File: src/rtl/sar_compare_search_if.sv
// rtl/sar_compare_search_if.sv - comparator-side handshake bundle for the SAR search controller
interface sar_compare_search_if #(
  parameter int N = 32
);
  logic         start;
  logic         Lesser;
  logic         Greater;
  logic         Equal;
  logic [N-1:0] probe;
  logic         busy;
  logic         done;
  logic [N-1:0] result;
  logic         err;

  // The search controller: drives the probe, consumes comparator flags.
  modport master (
    input  start, Lesser, Greater, Equal,
    output probe, busy, done, result, err
  );

  // The requester/comparator side.
  modport slave (
    output start, Lesser, Greater, Equal,
    input  probe, busy, done, result, err
  );
endinterface

File: src/rtl/sar_compare_search.sv
// rtl/sar_compare_search.sv - successive-approximation search over a comparator (optional SAR_EARLY_EXIT_EN)
module sar_compare_search #(
  parameter int N  = 32,
  parameter int IW = $clog2(N)
) (
  input  logic                 clk,
  input  logic                 rst_n,
  sar_compare_search_if.master bus
);

  typedef enum logic [1:0] {IDLE, SEARCH, DONE} state_t;

  state_t         state_q, state_d;
  logic [N-1:0]   result_q, result_d;
  logic [IW-1:0]  idx_q, idx_d;
  logic           err_q, err_d;

  logic [N-1:0]   bit_mask;
  logic [N-1:0]   candidate;
  logic           flags_onehot;

  // Trial value for this cycle: bits already decided plus the bit under test.
  // Bits below idx are always zero, so the OR can never carry or overflow.
  assign bit_mask     = N'(1) << idx_q;
  assign candidate    = result_q | bit_mask;
  assign flags_onehot = ({bus.Lesser, bus.Greater, bus.Equal} == 3'b100) ||
                        ({bus.Lesser, bus.Greater, bus.Equal} == 3'b010) ||
                        ({bus.Lesser, bus.Greater, bus.Equal} == 3'b001);

  // State and datapath registers; async reset returns everything to idle zeros.
  always_ff @(posedge clk or negedge rst_n) begin
    if (!rst_n) begin
      state_q  <= IDLE;
      result_q <= '0;
      idx_q    <= '0;
      err_q    <= 1'b0;
    end else begin
      state_q  <= state_d;
      result_q <= result_d;
      idx_q    <= idx_d;
      err_q    <= err_d;
    end
  end

  // Next-state: one result bit decided per SEARCH cycle, MSB first.
  always_comb begin
    state_d  = state_q;
    result_d = result_q;
    idx_d    = idx_q;
    err_d    = err_q;
    case (state_q)
      IDLE: begin
        if (bus.start) begin
          result_d = '0;
          idx_d    = IW'(N - 1);
          err_d    = 1'b0;
          state_d  = SEARCH;
        end
      end
      SEARCH: begin
        if (!flags_onehot) begin
          // Inconsistent comparator: abandon the search, report nothing found.
          err_d    = 1'b1;
          result_d = '0;
          state_d  = DONE;
        end
`ifdef SAR_EARLY_EXIT_EN
        else if (bus.Equal) begin
          result_d = candidate;
          state_d  = DONE;
        end
`endif
        else begin
          // Greater means the trial bit overshoots; otherwise keep it.
          if (!bus.Greater) begin
            result_d = candidate;
          end
          if (idx_q == '0) begin
            state_d = DONE;
          end else begin
            idx_d = idx_q - IW'(1);
          end
        end
      end
      DONE:    state_d = IDLE;
      default: state_d = IDLE;
    endcase
  end

  // Outputs: probe carries the trial value only while searching.
  always_comb begin
    bus.probe  = (state_q == SEARCH) ? candidate : result_q;
    bus.busy   = (state_q != IDLE);
    bus.done   = (state_q == DONE);
    bus.result = result_q;
    bus.err    = err_q;
  end

endmodule

File: src/flat_wrapper.sv
// flat-port wrapper written by rule: the top's interface ports become plain ports
module sar_compare_search_flat 
#(
  parameter int N  = 32,
  parameter int IW = $clog2(N)
)
  (clk, rst_n, bus_start, bus_Lesser, bus_Greater, bus_Equal, bus_probe, bus_busy, bus_done, bus_result, bus_err);
  sar_compare_search_if #(.N(N)) bus_i ();
  input  logic clk;
  input  logic rst_n;
  input wire logic [$bits(bus_i.start)-1:0] bus_start;
  input wire logic [$bits(bus_i.Lesser)-1:0] bus_Lesser;
  input wire logic [$bits(bus_i.Greater)-1:0] bus_Greater;
  input wire logic [$bits(bus_i.Equal)-1:0] bus_Equal;
  output wire logic [$bits(bus_i.probe)-1:0] bus_probe;
  output wire logic [$bits(bus_i.busy)-1:0] bus_busy;
  output wire logic [$bits(bus_i.done)-1:0] bus_done;
  output wire logic [$bits(bus_i.result)-1:0] bus_result;
  output wire logic [$bits(bus_i.err)-1:0] bus_err;
  assign bus_i.start = bus_start;
  assign bus_i.Lesser = bus_Lesser;
  assign bus_i.Greater = bus_Greater;
  assign bus_i.Equal = bus_Equal;
  assign bus_probe = bus_i.probe;
  assign bus_busy = bus_i.busy;
  assign bus_done = bus_i.done;
  assign bus_result = bus_i.result;
  assign bus_err = bus_i.err;
  sar_compare_search #(.N(N), .IW(IW)) u_core (.clk(clk), .rst_n(rst_n), .bus(bus_i));
endmodule
File: config.mk
export PLATFORM = sky130hd
export DESIGN_NAME = sar_compare_search_flat
export DESIGN_NICKNAME = d
export VERILOG_FILES = /design/src/rtl/sar_compare_search_if.sv /design/src/rtl/sar_compare_search.sv /design/src/flat_wrapper.sv
export SDC_FILE = /design/constraint.sdc
export NUM_CORES = 1
export LEC_CHECK = 0
export CELL_PAD_IN_SITES_DETAIL_PLACEMENT = 0
export CELL_PAD_IN_SITES_GLOBAL_PLACEMENT = 2
export CORE_ASPECT_RATIO = 0.75
export CORE_UTILIZATION = 27
export CTS_CLUSTER_SIZE = 24
export DETAILED_ROUTE_END_ITERATION = 8
export GPL_TIMING_DRIVEN = 1
export PLACE_DENSITY = 0.9
export SLEW_MARGIN = 5
export SYNTH_ARGS = -nofsm -noshare
export SYNTH_HDL_FRONTEND = slang
export SYNTH_SLANG_ARGS = --single-unit
File: constraint.sdc
create_clock -name clk -period 1.9 [get_ports clk]
set_input_delay 0.38 -clock clk [delete_from_list [all_inputs] [get_ports clk]]
set_output_delay 0.38 -clock clk [all_outputs]
set_load 0.05 [all_outputs]
==> impl_metrics.csv, run 1 <==
group,metric,value,unit
setup_path,cpMostUsedCell,"ha_4",
timing,slew_headroom,0.6527,
final_layout,fillers,631,
synthesis,syn-instance-count,217,
power,p_leak,2.055,nW
drt,dr_total_vias,2200,
outcome,status,"complete, but fails checks",
final_layout,utilization,0.5652,
synthesis,yosys.cell_types.count,39,
drt,drt_iter0_drc,85,
timing,slew_violations,0,
timing,max_freq,500.9,MHz
final_layout,multi_input_area,0.001440,mm²
synthesis,synth_edf_count,0,
setup_path,cp.arrival,1.62,ns
global_routing,grtUsageTotal,0.1808,
timing,fin_worst_hold_slack,0.02075,ns
global_routing,overflow,0,
clocking,clk_latency,0.29,ns
timing,fin_crit,1.997,ns
floorplan,core,0.007533,mm²
synthesis,synth_nets,229,
floorplan,die_area,0.008321,mm²
worst_hold_path,min_path_type,"in -> async",
placed_design,post-place-ws,-0.06850,ns
floorplan,initial_utilization,0.2852,
synthesis,synth_warnings,0,
drt,ant_nets,0,
power,peakVddDrop,0.8173,mV
drt,drc_errors,0,
timing,setup-tns-final,-0.8794,ns
final_layout,drive_above_1_share,0.5446,
setup_path,cp_slowest_stage_delay,0.40,ns
timing,hold_viol_final,0,
clocking,tritoncts,"done",
final_layout,stdcell_count,437,
setup_path,cp_slowest_cell,"dfrtp_1",
floorplan,die_h,79.25,µm
power,p_per_area,1028,mW/mm²
final_layout,final_nets,348,
global_routing,grt_max_degree,33,
clocking,clk_pin_slew,0.08,ns
global_routing,grt_antenna_before_repair,0,
placed_design,dp_hpwl,4709,µm
clocking,cts_root_buffer,"clkbuf_8",
timing,setup_viol,23,
synthesis,yosysSeqAreaShare,0.4659,
timing,timing.final.ws_setup,-0.09660,ns
final_layout,diodes,0,
drt,wl_per_cell,16.99,µm
setup_path,cp_cell_sequence,"inv_2 -> ha_4 -> ha_4 -> nor2b_4 -> a31o_4 -> buf_12",
drt,viasPerCell,5.034,
floorplan,ioPinCount,73,
clocking,clock-sinks,40,
timing,rsz0062_at_grt,"true",
timing,period_share,1.051,
synthesis,synth_area_per_cell,9.900,µm²
synthesis,netlist_area,0.002148,mm²
final_layout,areaGrowthSynthToFinish,98.19,%
timing,worst_clock_skew,0.008417,ns
setup_path,cp_data_required_time,1.52,ns
floorplan,die_w,105,µm
global_routing,grt_pass1_wl,11760,µm
placed_design,port_buffers,72,
setup_path,path_max_fanout,3,
drt,wl,7425,µm
drt,dr.pass1.iters,4,
run,cap_viol_max_count,0,
synthesis,ys.flop_type,"dfrtp_1",
outcome,violations,"setup timing",
timing,tightest_slew,0.5201,ns
final_layout,seqCellArea,0.001003,mm²
placed_design,gp_congestion,0.7590,
placed_design,dp.cells,405,
setup_path,startpoint_type,"register",
clocking,cts_buffers,5,
setup_path,path_class,"reg -> out",
clocking,htree_levels,2,
setup_path,crit_path_end_kind,"primary output",
synthesis,ys_ff_latch,40,
synthesis,async_reset_ff_frac,1.000,
clocking,clockBufferDepth,2,
global_routing,grt_pass1_vias,2207,
floorplan,rows,27,
logic make-up after synthesis:
family / share of synthesized area
compound gates: 0.2650
xor+xnor: 0.008155
fa+ha+maj: 0.03494
buf+inv: 0.05707
flops: 0.4659
simple gates: 0.1689
synthesized netlist by cell type, types with 4 or more instances:
master,number,area share
inv_1,4,0.0070
o21bai_1,12,0.042
buf_6,4,0.021
dfrtp_1,40,0.47
a31o_2,10,0.041
buf_2,8,0.019
a21o_1,5,0.017
nor2b_1,5,0.015
nor2_1,35,0.061
nand2_1,12,0.021
a41o_1,5,0.023
a21oi_1,12,0.028
a31oi_1,22,0.064
ha_1,6,0.035
area by class of cell:
class | count | share of cell area
inverter | 4 | 0.003526
multi-input combinational | 156 | 0.3382
sequential | 40 | 0.2357
clock buffer | 6 | 0.01704
clock inverter | 1 | 0.001175
tap | 101 | 0.02968
timing repair buffer | 129 | 0.3747
sequential cells by signal (all words and copies together), names as in the netlist:
register and flops:
u_core.bus.err 1, u_core.idx_q 5, u_core.state_q 2, u_core.bus.result 32
routing by layer:
layer  vias to the layer above  part of all wire  global-route usage
li1                       1036                 -                   -
met3                         5             0.071             0.04762
met1                      1077              0.46              0.2444
met4                         0            0.0065             0.03944
met5                         -                 0                   0
met2                        82              0.46              0.2907
placed cells by master (no fill, tap or decap), types with 8 or more instances in the layout:
master / count
a31oi_1: 22
buf_6: 11
a21oi_1: 12
buf_12: 39
buf_4: 59
nor2_1: 33
clkdlybuf4s50_1: 9
o21bai_4: 10
a31o_4: 8
dfrtp_1: 38
path summary, 6_finish.rpt:
path	startpoint	endpoint	slack (ns)	cells past startpoint
min in group clk	u_core.bus.err	u_core.bus.err	0.52	2
max in group asynchronous	rst_n	u_core.bus.result[25]	1.34	2
max reg2reg	u_core.idx_q[0]	u_core.idx_q[3]	0.06	7
max	u_core.idx_q[0]	bus_probe[16]	-0.1	6
min	rst_n	u_core.bus.result[19]	0.02	1
min reg2reg	u_core.bus.err	u_core.bus.err	0.52	2
critical path, delay by kind of cell, from the launching register on:
| family | cells | cell delay (ns) |
|---|---|---|
| buf+inv | 2 | 0.24 |
| compound gates | 1 | 0.18 |
| flops | 1 | 0.40 |
| simple gates | 1 | 0.18 |
| fa+ha+maj | 2 | 0.33 |
where the power goes:
| group | internal, mW | leakage, nW | switching [mW] |
|---|---|---|---|
| Clock | 0.250 | 0.0410 | 0.277 |
| Sequential | 0.933 | 0.527 | 0.0849 |
| Combinational | 1.35 | 1.49 | 1.48 |
through the flow:
stage                     instance area (µm²)  total power, mW
after floorplan                          2176            2.146
after global placement                   3473            2.967
final                                    4258            4.378
after detailed placement                 3473            2.986
after CTS                                3961            4.027
after global routing                     4258            4.578
timing repair:
| action | 4_1_cts | 5_1_grt |
|---|---|---|
| setup buffers | 10 | 11 |
| hold buffers | 0 | 0 |
| resized for setup | 64 | 35 |
| cloned | 3 | 1 |
| setup endpoints to repair | 32 | 36 |
| pin swaps | 20 | 11 |
Note: power is estimated with default switching activity, not from simulation.
==> run 2, diff against run 1 <==
--- a/config.mk
+++ b/config.mk
@@ -8,6 +8,7 @@
 export CELL_PAD_IN_SITES_DETAIL_PLACEMENT = 0
 export CELL_PAD_IN_SITES_GLOBAL_PLACEMENT = 2
 export CORE_ASPECT_RATIO = 0.75
+export CORE_MARGIN = 2
 export CORE_UTILIZATION = 27
 export CTS_CLUSTER_SIZE = 24
 export DETAILED_ROUTE_END_ITERATION = 8
@@ -17,3 +18,4 @@
 export SYNTH_ARGS = -nofsm -noshare
 export SYNTH_HDL_FRONTEND = slang
 export SYNTH_SLANG_ARGS = --single-unit
+export TNS_END_PERCENT = 20
==> run 2 against run 1 <==
The flow still finishes with violations (setup timing). Die area increased by 4.5%. Worst hold slack improved by 0.029 ns. First-iteration DRC count rose by 25%. Critical path depth unchanged. Clock-buffer cell count rose by 1. Global-route usage down 0.22 points. Highest routed layer unchanged.
==> impl_metrics.csv, run 2 (same netlist as run 1, synthesis figures left out) <==
group,metric,value,unit
power,p_leak,1.954,nW
power,p_comb_frac,0.589,
power,switching_share,0.4161,
timing,rsz0062_at_grt,"true",
final_layout,layout_common_cells,"buf_4, buf_12, dfrtp_1",
final_layout,drive_above_1_share,0.5269,
power,power.total,4.338,mW
drt,dr_total_vias,2201,
timing,slew_violations,0,
timing,tightest_slew,0.5101,ns
worst_hold_path,min_path_type,"in -> async",
drt,dr.pass1.iters,4,
final_layout,final_cell_area,0.004173,mm²
clocking,clockBufferDepth,2,
drt,viasPerCell,5.014,
setup_path,r2r-end,"u_core.idx_q[3]",
setup_path,crit_buf_inv,2,
power,power_frac_seq,0.233,
final_layout,final_nets,345,
global_routing,overflow,0,
setup_path,cp.arrival,1.63,ns
setup_path,crit_path_end_kind,"primary output",
placed_design,dp_hpwl,4930,µm
clocking,cts_root_buffer,"clkbuf_8",
clocking,clock-sinks,40,
placed_design,gp_congestion,0.7589,
setup_path,cp_data_required_time,1.52,ns
drt,drc_errors,0,
clocking,cts_buffers,5,
power,p_per_area,1040,mW/mm²
setup_path,startpoint_type,"register",
global_routing,grt_antenna_before_repair,0,
power,peakVddDrop,0.8032,mV
final_layout,utilization,0.5341,
clocking,clk_pin_slew,0.09,ns
setup_path,path_max_fanout,4,
final_layout,stdcell_count,439,
final_layout,final_common_cell,"buf_4",
power,clkPwrFrac,0.178,
drt,drt_iter0_drc,106,
power,switchingPower,1.805,mW
outcome,status,"complete, but fails checks",
timing,setup_viol,31,
timing,hold_viol_final,0,
floorplan,die_h,81.25,µm
floorplan,die_w,107,µm
clocking,postCtsHoldBufs,0,
floorplan,initial_utilization,0.2750,
setup_path,cp_slowest_cell,"dfrtp_1",
drt,ant_nets,0,
setup_path,r2r_cells,8,
setup_path,r2r_start,"u_core.idx_q[0]",
setup_path,r2r_slack,0.04,ns
final_layout,areaGrowthSynthToFinish,94.23,%
placed_design,port_buffers,72,
setup_path,cp_cell_sequence,"inv_2 -> ha_4 -> ha_4 -> nor2b_4 -> a31o_4 -> buf_12",
global_routing,grt_max_degree,41,
setup_path,critPathTopFamily,"flip-flops",
timing,max_freq,498.4,MHz
timing,period_share,1.056,
floorplan,die_area,0.008694,mm²
floorplan,ioPinCount,73,
final_layout,diodes,0,
setup_path,cp_slowest_stage_delay,0.40,ns
timing,slew_headroom,0.6588,
outcome,violations,"setup timing",
final_layout,largest_register_ffs,32,
global_routing,grt_pass1_vias,2290,
timing,timing.final.ws_setup,-0.1064,ns
placed_design,dpl-instance-area,0.003473,mm²
clocking,clk_latency,0.29,ns
floorplan,rows,28,
global_routing,grt_pass1_wl,12050,µm
clocking,htree_levels,2,
drt,wl,7382,µm
timing,worst_clock_skew,0.008581,ns
final_layout,fillers,681,
power,p_int,2.533,mW
global_routing,grtUsageTotal,0.1785,
run,cap_viol_max_count,0,
placed_design,dp.cells,412,
setup_path,path_class,"reg -> out",
timing,fin_crit,2.006,ns
drt,wl_per_cell,16.82,µm
floorplan,core,0.007812,mm²
setup_path,cpMostUsedCell,"ha_4",
clocking,tritoncts,"done",
run 2: changes by cell type in the layout (fill, tap and decap cells not counted), sizes merged:
cell	delta
dlymetal6s2s	-6
bufbuf	-1
buf	-1
bufinv	+1
clkdlybuf4s50	+6
clkinv	-1
run 2: stage by stage:
| stage | worst slack (ns) | hold slack [ns] | setup TNS, ns |
|---|---|---|---|
| global route | -0.1545 | 0.06052 | -3.954 |
| finish | -0.1064 | 0.04973 | -1.744 |
| CTS | -0.1032 | 0.05928 | -1.927 |
| global placement | -0.09284 | 0.3645 | -2.324 |
| detailed placement | -0.1361 | 0.3705 | -4.005 |
| floorplan | -0.2359 | 0.08441 | -2.838 |
run 2: final cells by class:
| type | count | area, µm² | area share |
|---|---|---|---|
| timing repair buffer | 126 | 1530 | 0.3667 |
| clock inverter | 1 | 30.03 | 0.007196 |
| multi-input combinational | 156 | 1366 | 0.3274 |
| inverter | 4 | 15.01 | 0.003598 |
| clock buffer | 7 | 96.34 | 0.02309 |
| sequential | 40 | 1003 | 0.2405 |
| tap | 105 | 131.4 | 0.03148 |
run 2: routing by layer:
layer	track usage	wire length [µm]	vias up
li1	-	-	1031
met1	0.2527	3486	1084
met2	0.2777	3385	79
met3	0.04093	451	7
met4	0.04286	58	0
met5	0	0	-
run 2: worst max-delay path by stage:
stage | slack [ns] | end | startpoint | depth (start not counted)
2_1_floorplan | -0.24 | bus_probe[5] | u_core.idx_q[2] | 5
3_3_place_gp | -0.09 | bus_probe[1] | u_core.state_q[1] | 4
3_5_place_dp | -0.14 | bus_probe[8] | u_core.state_q[1] | 4
4_1_cts | -0.10 | bus_probe[20] | u_core.idx_q[0] | 6
5_1_grt | -0.15 | bus_probe[4] | u_core.idx_q[0] | 6
6_report | -0.11 | bus_probe[20] | u_core.idx_q[0] | 6
run 2: what timing repair did:
action,CTS,global route
pin swaps,22,10
setup buffers,13,8
resized for setup,68,20
endpoints found under the setup margin,32,42
run 2: power by group through the flow:
stage          registers, mW  clock network, mW  logic, mW
4_1_cts                 1.01              0.776       2.48
5_1_grt                 1.02              0.815       2.70
2_1_floorplan           1.18                  0      0.956
6_report                1.01              0.770       2.56
3_3_place_gp            1.01                  0       1.99
3_5_place_dp            1.01                  0       2.00
==> run 3, diff against run 2 <==
--- a/config.mk
+++ b/config.mk
@@ -8,7 +8,6 @@
 export CELL_PAD_IN_SITES_DETAIL_PLACEMENT = 0
 export CELL_PAD_IN_SITES_GLOBAL_PLACEMENT = 2
 export CORE_ASPECT_RATIO = 0.75
-export CORE_MARGIN = 2
 export CORE_UTILIZATION = 27
 export CTS_CLUSTER_SIZE = 24
 export DETAILED_ROUTE_END_ITERATION = 8
@@ -18,4 +17,3 @@
 export SYNTH_ARGS = -nofsm -noshare
 export SYNTH_HDL_FRONTEND = slang
 export SYNTH_SLANG_ARGS = --single-unit
-export TNS_END_PERCENT = 20
==> results of run 3 <==
The final DEF is identical to that of run 1; final timing and power are the same.
